[config.mk]
export PLATFORM = sky130hd
export DESIGN_NAME = shifter_unit
export DESIGN_NICKNAME = d
export VERILOG_FILES = /design/src/rtl/shifter_pkg.sv /design/src/rtl/shifter_step.sv /design/src/rtl/shifter_unit.sv
export SDC_FILE = /design/constraint.sdc
export NUM_CORES = 1
export LEC_CHECK = 0
export CAP_MARGIN = 5
export CORE_ASPECT_RATIO = 1.25
export CORE_MARGIN = 2
export CORE_UTILIZATION = 35
export CTS_CLUSTER_SIZE = 24
export DETAILED_ROUTE_END_ITERATION = 7
export SYNTH_ARGS = -nofsm -noshare
export SYNTH_HDL_FRONTEND = slang
export SYNTH_SLANG_ARGS = --single-unit
[constraint.sdc]
create_clock -name clk_i -period 3 [get_ports clk_i]
set_clock_uncertainty 0.1 [all_clocks]
set_input_delay 0.6 -clock clk_i [delete_from_list [all_inputs] [get_ports clk_i]]
set_output_delay 0.6 -clock clk_i [all_outputs]
set_load 0.02 [all_outputs]
[src/rtl/shifter_pkg.sv]
// Shared definitions for the multi-cycle shift unit: op encodings and FSM states.
package shifter_pkg;

  localparam logic [1:0] OP_SLL = 2'b00;
  localparam logic [1:0] OP_SRL = 2'b01;
  localparam logic [1:0] OP_SRA = 2'b10;
  localparam logic [1:0] OP_ROL = 2'b11;

  typedef enum logic [1:0] {
    S_IDLE  = 2'd0,
    S_SHIFT = 2'd1,
    S_DONE  = 2'd2
  } state_t;

endpackage

[src/rtl/shifter_step.sv]
// One shift step: moves the operand by k (0..STEP) bits for the given op.
// Purely combinational; no handshake. Rotate path exists only with SHIFTER_ROTATE_EN.
// Without SHIFTER_ROTATE_EN, op 11 falls through to a logical left shift.
module shifter_step
  import shifter_pkg::*;
#(
  parameter int WIDTH = 32,
  parameter int KW    = 3
) (
  input  logic [WIDTH-1:0] data,
  input  logic [KW-1:0]    k,
  input  logic [1:0]       op,
  output logic [WIDTH-1:0] result
);

`ifdef SHIFTER_ROTATE_EN
  logic [2*WIDTH-1:0] rot_wide;
  assign rot_wide = {data, data} << k;
`endif

  always_comb begin
    result = data << k;
    case (op)
      OP_SRL: result = data >> k;
      OP_SRA: result = $unsigned($signed(data) >>> k);
`ifdef SHIFTER_ROTATE_EN
      // Upper half of the doubled word is the operand rotated left by k.
      OP_ROL: result = rot_wide[2*WIDTH-1:WIDTH];
`endif
      default: result = data << k;
    endcase
  end

endmodule

[src/rtl/shifter_unit.sv]
// Variable shift unit (SLL/SRL/SRA, ROL with SHIFTER_ROTATE_EN), at most STEP bits per cycle.
// Latency: out_valid_o rises 1+ceil(shamt/STEP) cycles after the accept edge.
// Backpressure: result held in DONE until out_ready_i; no new request accepted until back in IDLE.
module shifter_unit
  import shifter_pkg::*;
#(
  parameter int  WIDTH = 32,
  parameter int  STEP  = 4,
  localparam int SHW   = $clog2(WIDTH)
) (
  input  logic             clk_i,
  input  logic             rst_i,
  input  logic             in_valid_i,
  output logic             in_ready_o,
  input  logic [WIDTH-1:0] data_i,
  input  logic [SHW-1:0]   shamt_i,
  input  logic [1:0]       op_i,
  output logic             out_valid_o,
  input  logic             out_ready_i,
  output logic [WIDTH-1:0] data_o,
  output logic             busy_o
);

  localparam int KW = $clog2(STEP + 1);

  state_t           state;
  logic [SHW-1:0]   remaining;
  logic [WIDTH-1:0] acc;
  logic [1:0]       op_q;
  logic [SHW-1:0]   k_full;
  logic [WIDTH-1:0] step_res;

  assign k_full = (remaining > SHW'(STEP)) ? SHW'(STEP) : remaining;

  shifter_step #(
    .WIDTH (WIDTH),
    .KW    (KW)
  ) u_step (
    .data   (acc),
    .k      (k_full[KW-1:0]),
    .op     (op_q),
    .result (step_res)
  );

  always_ff @(posedge clk_i) begin
    if (!rst_i) begin
      state       <= S_IDLE;
      remaining   <= '0;
      acc         <= '0;
      op_q        <= OP_SLL;
      in_ready_o  <= 1'b1;
      out_valid_o <= 1'b0;
      data_o      <= '0;
      busy_o      <= 1'b0;
    end else begin
      case (state)
        S_IDLE: begin
          if (in_valid_i && in_ready_o) begin
            acc        <= data_i;
            remaining  <= shamt_i;
            op_q       <= op_i;
            in_ready_o <= 1'b0;
            busy_o     <= 1'b1;
            state      <= (shamt_i == '0) ? S_DONE : S_SHIFT;
          end
        end
        S_SHIFT: begin
          acc       <= step_res;
          remaining <= remaining - k_full;
          if (remaining == k_full) state <= S_DONE;
        end
        S_DONE: begin
          // First DONE cycle publishes the result; later cycles wait for the consumer.
          if (!out_valid_o) begin
            out_valid_o <= 1'b1;
            data_o      <= acc;
          end else if (out_ready_i) begin
            out_valid_o <= 1'b0;
            in_ready_o  <= 1'b1;
            busy_o      <= 1'b0;
            state       <= S_IDLE;
          end
        end
        default: state <= S_IDLE;
      endcase
    end
  end

endmodule
# Word-level counts from Yosys, hierarchy flattened
# Index checks and enable logic that the tools add are counted.
[word_totals]
ff_bits = 76
latch_bits = 0
ramBits = 0
romBits = 0
in_bits = 43
wordCells = 55
n_memories = 0
[op_classes]
addsub = 1
n_mul = 0
div = 0
magnitude_cmp = 1
n_eq_ne = 9
shifts = 3
mux = 22
bitwise = 1
reduce_logical = 10
[op_table]
columns = ["op", "count"]
rows = [
  ["$pmux 32 s2", 2],
  ["$mux 32", 1],
  ["$shl 32x3->32", 1],
  ["$shr 32x3->32", 1],
  ["$sshr 32x3->32", 1],
  ["$mux 2", 5],
  ["$mux 5", 2],
  ["$pmux 5 s2", 1],
  ["$mux 1", 8],
  ["$ne 2x2->1 const B", 4],
  ["$reduce_and 4->1", 2],
  ["$pmux 2 s3", 1],
  ["$reduce_and 2->1", 3],
  ["$eq 5x5->1", 1],
  ["$gt 5x3->1 const B", 1],
  ["$logic_not 5->1", 1],
  ["$sub 5x5->5", 1],
  ["$eq 2x1->1 const B", 2],
  ["$eq 2x2->1 const B", 2],
  ["$pmux 1 s2", 2],
  ["$reduce_bool 2->1", 2],
  ["$logic_not 2->1", 1],
  ["$logic_and 1x1->1", 1],
  ["$not 1->1", 1],
]

# Logic depth before layout (Yosys ltp)
# Gate-level depths: netlist (run 1).
[depth]
ltp_word = 5
mapped_depth = 10

# By module
# From an unflattened synthesis (run 1), not the netlist that was laid out.
[unflattened]
hier_cells = 666
hier_area_um2 = 5836.8
[by_module_without_submodules]
columns = ["module", "n_inst", "cells_per_inst", "area_per_inst_um2", "seq_area_each_um2"]
rows = [
  ["shifter_unit", 1, 370, 3593.4, 1521.5],
  ["shifter_step", 1, 296, 2243.4, 0.0],
]

# Least setup slack after synthesis (run 1)
# Ideal clock, no wire load.
[synth_timing]
path_type = "reg2reg"
start = "register remaining[2]"
end = "register remaining[1]"
setup_time_ns = 0.128
arrival_ns = 2.043
required_time_ns = 2.772
slack_ns = 0.729
path_stages_with_launch = 10
path_buffers = 4
synth_period_minus_slack_ns = 2.271
path_cell_list = "dfxtp_1 > buf_4 > or3_1 > buf_2 > buf_2 > clkbuf_1 > nand2_1 > ha_1 > a222oi_1 > nor2_1"
[synth_between]
elab_chain_cells = 4
[synth_lines]
columns = ["item", "line", "text"]
rows = [
  ["from (decl)", "shifter_unit.sv:27", "logic [SHW-1:0] remaining;"],
  ["from (signal assigned)", "shifter_unit.sv:60", "remaining <= shamt_i;"],
  ["from (signal assigned)", "shifter_unit.sv:69", "remaining <= remaining - k_full;"],
  ["$gt 5x3->1", "shifter_unit.sv:33", "assign k_full = (remaining > SHW'(STEP)) ? SHW'(STEP) : remaining;"],
  ["$mux 5", "shifter_unit.sv:33", ""],
  ["$sub 5x5->5", "shifter_unit.sv:69", ""],
  ["$pmux 5 s2", "shifter_unit.sv:56", "case (state)"],
]
# Every way passes these cells.
# A chain may end at the register's enable or synchronous reset.

# Worst setup path in the final report (run 1)
[layout_timing]
start = "register remaining[2]"
end = "register acc[28]"
[layout_between]
elab_chain_cells = 5
word_cells_on_any_way = 7
[layout_lines]
columns = ["item", "line", "text"]
rows = [
  ["$gt 5x3->1", "shifter_unit.sv:33", ""],
  ["$mux 5 (*)", "shifter_unit.sv:33", ""],
  ["$shl 32x3->32 (tied with other cells)", "shifter_step.sv:30", "default: result = data << k;"],
  ["$pmux 32 s2 (*)", "shifter_step.sv:23", "case (op)"],
  ["$pmux 32 s2 (*)", "shifter_unit.sv:56", ""],
  ["to (signal assigned)", "shifter_unit.sv:59", "acc <= data_i;"],
  ["to (signal assigned)", "shifter_unit.sv:68", "acc <= step_res;"],
  ["to (decl)", "shifter_unit.sv:28", "logic [WIDTH-1:0] acc;"],
]
# Mark *: on every way between the ends. The rest lies on a longest branch, timed or not.

==> impl_results.md, run 1 <==
- Seq/Total Area, Yosys: 26.8%
- Share of layout cells above drive strength 1: 9.72%
- Min-Delay Endpoint: data_o[14]
- Area added between synthesis and finish: 20.6%
- Worst slack at placement: 0.516 ns
- Clock transition at path regs: 0.07 ns
- Vias in the first global route: 5806
- Synth Area in Compound Gates: 27.1%
- Main flop type after synthesis: dfxtp_1
- Final hold slack: 0.354 ns
- Remaining global-route overflow: 0
- Post-CTS Setup Bufs: 0
- Fin area: 6840 sq um
- Worst min-delay path class: register to register
- Initial antenna violation count: 0
- CTS tree: built
- Adder-cell area share of the yosys netlist: 0.883%
- Final worst slack: 0.487 ns
- Drt initial violations: 747
- Die footprint: 17200 sq um
- Post-synth top area share: 26.8%
- Clock Sinks: 76
- Via count: 6254
- RSZ-0062 raised after global routing: no
- XOR/XNOR Fraction of Synth Area: 0%
- Status: completed
- RD Place Congestion: 0.947
- Root Buffer: clkbuf_16
- Register-to-register setup slack: 0.49 ns
- Kind of end point of the critical path: register
- Routed length per placed instance: 20.1 microns
- LEAKAGE: 2.43 nW
- Asr flop ratio synth: 0%
- Largest net degree at the start of global routing: 38
- Aggregate routed wire length: 20.9 mm
- H-Tree Depth: 3
- Post-synthesis mux area share: 11.0%
- Crit path max fanout: 21
- Pwr dens: 573 nW/um^2
- Ant diodes: 0
- Post-Synth Simple-Gate Area: 25.6%
- Clock latency on the worst-skew pair: 0.36 ns
- Fin crit share: 83.8%
- Distinct cell type count after synthesis: 67
- WP data arrival: 2.67 ns
- First-pass GRT wire length: 32.6 mm
- Synth area leaders: dfxtp_1 (27%), nand2_1 (13%), mux2i_1 (7.4%), a21oi_1 (6.5%), clkbuf_1 (4.0%)
- Worst path required time: 3.15 ns
- HPWL after detailed placement: 14.0 mm
- WHS Path Cells: 2
- Die height: 146 microns
- Core ar.: 16000 sq um
- DR vias/cell: 6.02
- Total track usage: 23.8%
- Maximum resistive drop on vdd: 0.325 mV
- Fin nets: 865
- Power, Total: 3.92 mW
- Worst reg2reg endpoint: acc[28]
- Resize count post-CTS: 0
- Synth Cell Area: 5670 sq um
- Final setup viols: 0
- Syn_nets: 841
- Final hold violation count: 0
- First-pass DRT Iterations: 5
- CTS Buf Count: 9
- Initial cell density of the core: 35.4%
- Detail Route Antenna Nets: 0
- Worst Max-Slew Pin Slew: 0.733 ns
- Final setup TNS: 0 ns
- Worst reg2reg startpoint: remaining[2]
- DIE WIDTH: 118 microns
- Synth area leader: dfxtp_1
- Max Cap Viol: 0
- Startpoint Class: register
- DRC: 0
- Mapped Cells: 794
- Slew headroom: 51.1%
- Cts hold-fix bufs: 0
- Register bit count reported by yosys: 76
- Kind of critical path: register to register
- Largest family of logic cells by synthesized area: compound AO/OA/AOI/OAI gates
- Min Tclk post-route: 2.51 ns
- R2r worst-path depth: 6
- FMAX: 398 MHz
- EDFF count, synth: 0
- Longest Clk Path Bufs: 2
- Placed Area: 6550 sq um
- PortBufs: 77
- Std cell rows: 52
- Hold path start: data_o[14]
- Final Max Tran Viols: 0
- Avg Inst Size Synth: 7.14 sq um
- Yosys warnings: 0
- I/O pin cnt: 78
worst max-delay path by stage:
stage	from	end	slack (ns)	cells past startpoint
floorplan	remaining[2]	remaining[1]	0.73	9
global placement	in_valid_i	acc[23]	0.54	5
detailed placement	in_valid_i	acc[23]	0.52	5
CTS	remaining[2]	acc[29]	0.54	6
global route	remaining[2]	acc[28]	0.34	6
finish	remaining[2]	acc[28]	0.49	6
state kept, by name (all words and copies together) (netlist names):
signal / cells
acc: 32
busy_o: 1
data_o: 32
in_ready_o: 1
op_q: 2
out_valid_o: 1
remaining: 5
state: 2
per-stage QoR:
stage	util (%)	std cells
CTS	42.7	1039
floorplan	-	794
detailed placement	40.9	1023
global placement	40.9	1023
global route	42.7	1039
finish	42.7	1039
critical path, stage by stage, from the launching register on:
cell	delay, ns
dfxtp_1	0.47
or4b_4	0.78
buf_4	0.28
mux2i_1	0.13
a221oi_1	0.29
a2111oi_0	0.11
o41ai_1	0.25
cells in the mapped netlist (4+ instances only):
master,number
a32oi_1,4
nand2_1,193
nor2_1,30
nor2b_1,5
o22ai_1,5
inv_1,5
a21oi_1,74
a221oi_1,21
ha_1,4
buf_2,19
and2_1,6
a31oi_1,29
nand2b_1,6
o211ai_1,6
buf_1,7
nor3_1,19
o221ai_1,4
o21ai_0,35
clkbuf_1,60
a311oi_1,9
mux4_2,4
a21o_1,5
mux2i_1,42
buf_6,7
nand3_1,41
mux2_2,10
dfxtp_1,76
a211oi_1,5
logic make-up (layout without fill, tap and decap cells):
group | Yosys count | count (layout)
AO/OA/AOI/OAI | 233 | 233
buffers and inverters | 103 | 132
other | 2 | 2
adder cells (fa/ha/maj) | 4 | 4
multiplexers | 56 | 56
AND/OR/NAND/NOR | 320 | 320
flip-flops | 76 | 76
cells in the final DEF (no fill, tap or decap), types with 4 or more instances in the layout:
master,instances
a211oi_1,5
a21o_1,5
a21oi_1,74
a221oi_1,21
a311oi_1,9
a31oi_1,29
a32oi_1,4
and2_1,6
buf_4,30
clkbuf_16,9
clkdlybuf4s50_1,77
dfxtp_1,76
ha_1,4
inv_1,5
mux2_2,10
mux2i_1,42
mux4_2,4
nand2_1,193
nand2b_1,5
nand3_1,41
nor2_1,29
nor2b_1,5
nor3_1,19
o211ai_1,6
o21ai_0,35
o221ai_1,4
o22ai_1,5
per-layer routing:
metal	share of wire (%)	track usage, %	up-vias	wire length (microns)
li1	-	-	2911	-
met1	41	30.9	2918	8480
met2	47	38.4	360	9820
met3	8.4	3.59	65	1750
met4	4.0	12.2	0	834
met5	0	0	-	0
power breakdown:
part | total [mW] | switching [mW] | internal [mW]
Sequential | 1.36 | 0.253 | 1.11
Clock | 1.12 | 0.537 | 0.584
Combinational | 1.44 | 0.863 | 0.575
final cells by class:
cell class,instances,area (sq um)
multi-input cells,615,3690
fillers,1695,9170
flip-flops and latches,76,1520
repair buffers,109,1040
well taps,216,270
clock inverters,7,65.1
inverters,7,26.3
clock buffers,9,225
No activity file was read; power rests on OpenSTA's default activity.
==> inputs of run 2 (changes only) <==
Clock period 3 ns to 2.4 ns, I/O delays scaled along.
==> run 2 against run 1 <==
Hold slack worse by 0.0011 ns. Final cell count is 3.1% higher. Final area is 4.4% higher. Routed wire length up 2.0%. Non-clock buffer count up 32. Clock power up 30%.
==> impl_results.md, run 2 (synthesis gave the netlist of run 1 again) <==
- Status: completed
- Fin crit share: 95.1%
- Clock latency on the worst-skew pair: 0.36 ns
- Detail Route Antenna Nets: 0
- Fin nets: 897
- Maximum resistive drop on vdd: 0.497 mV
- Worst min-delay path class: register to register
- Root Buffer: clkbuf_16
- Kind of end point of the critical path: register
- Fin area: 7140 sq um
- First-pass DRT Iterations: 7
- Combinational Power Share: 38.7%
- Kind of critical path: register to register
- Slew headroom: 63.4%
- Worst Max-Slew Pin Slew: 0.535 ns
- WP data arrival: 2.39 ns
- Placed Cells: 1055
- Clock transition at path regs: 0.06 ns
- Ant diodes: 0
- Final hold violation count: 0
- Regs by FF count: acc (32), data_o (32), remaining (5)
- Final Max Tran Viols: 0
- Via count: 6325
- Clock Sinks: 76
- Final worst slack: 0.119 ns
- Power, Total: 5.11 mW
- Power Internal: 3.04 mW
- Startpoint Class: register
- PortBufs: 77
- H-Tree Depth: 3
- CTS tree: built
- Final setup viols: 0
- CTS Buf Count: 9
- Post-CTS Setup Bufs: 0
- Non-filler cells, final: 1071
- Multi-input logic area: 3690 sq um
- Remaining global-route overflow: 0
- Crit path max fanout: 15
- Share of layout cells above drive strength 1: 13.2%
- RSZ-0062 raised after global routing: no
- Total track usage: 24.4%
- Largest net degree at the start of global routing: 41
- Worst slack at placement: 0.0690 ns
- Commonest non-fill, non-tap cells in the layout: nand2_1 (193), clkdlybuf4s50_1 (77), dfxtp_1 (76)
- Initial antenna violation count: 0
- Core ar.: 16000 sq um
- Most common cell after layout, fill and taps aside: nand2_1
- DR vias/cell: 5.91
- Longest Clk Path Bufs: 2
- Flop pwr share: 32.7%
- Max Cap Viol: 0
- LEAKAGE: 2.61 nW
- Min Tclk post-route: 2.28 ns
- RD Place Congestion: 1.01
- Routed length per placed instance: 19.9 microns
- DRC: 0
- Worst path required time: 2.51 ns
- Final setup TNS: 0 ns
- Initial cell density of the core: 35.4%
- DIE WIDTH: 118 microns
- I/O pin cnt: 78
- Pwr dens: 717 nW/um^2
- Die height: 146 microns
- Placed Area: 6820 sq um
- Switching power: 2.07 mW
- Area added between synthesis and finish: 25.9%
- # fillers: 1688
- Vias in the first global route: 5960
- Sw Ratio: 40.6%
- Die footprint: 17200 sq um
- Drt initial violations: 611
- HPWL after detailed placement: 14.9 mm
- Clk pwr share: 28.6%
- FMAX: 438 MHz
- Aggregate routed wire length: 21.3 mm
- Std cell rows: 52
- First-pass GRT wire length: 33.5 mm
- Register area: 1520 sq um
run 2: cell types whose count changed in the layout (fill, tap and decap cells not counted), sizes merged:
cell    before  now
buf         32   64
inv         11    9
bufinv       0    1
clkinv       2    3
run 2: per-stage QoR:
stage	hold WS (ns)	utilization (%)
2_1_floorplan	0.353	-
6_report	0.353	44.6
4_1_cts	0.356	44.5
5_1_grt	0.377	44.6
3_5_place_dp	0.347	42.6
3_3_place_gp	0.344	42.6
run 2: per-layer routing:
| layer | wire (microns) | part of all wire [%] | track usage, % | vias to the layer above |
|---|---|---|---|---|
| li1 | - | - | - | 2979 |
| met1 | 8760 | 41 | 31.4 | 2951 |
| met2 | 10000 | 47 | 39.4 | 330 |
| met3 | 1520 | 7.1 | 3.20 | 65 |
| met4 | 998 | 4.7 | 13.9 | 0 |
| met5 | 0 | 0 | 0 | - |
run 2: power by group through the flow:
stage	clock network, mW	logic, mW	registers, mW
after global placement	0	1.93	1.69
after floorplan	0	1.36	1.49
after global routing	1.50	2.12	1.69
after detailed placement	0	1.93	1.69
after CTS	1.47	1.94	1.66
final	1.46	1.98	1.67
run 2: worst max-delay path: stages, from the launching register on:
cell and delay (ns):
dfxtp_1 0.36, or4b_4 0.70, buf_12 0.21, nand2_1 0.10, a22o_1 0.17, a2bb2oi_1 0.35, a221oi_1 0.15
run 2: area by class of cell:
cell class                      instances  share of cell area (%)
Clock inverter                          7                    1.14
Tap cell                              216                    3.79
Sequential cell                        76                    21.3
Multi-Input combinational cell        615                    51.8
Inverter                                7                   0.368
Timing Repair Buffer                  141                    18.5
Clock buffer                            9                    3.16
run 2: path summary, 6_finish.rpt:
kind | from | endpoint | slack (ns) | cells past startpoint
max | remaining[2] | acc[10] | 0.12 | 6
max reg2reg | remaining[2] | acc[10] | 0.12 | 6
min reg2reg | data_o[15] | data_o[15] | 0.35 | 2
min | data_o[15] | data_o[15] | 0.35 | 2
run 2: repair_timing:
action                     in CTS  in global routing
hold buffers                    0                  0
resized for setup               0                  3
setup endpoints to repair       0                  2
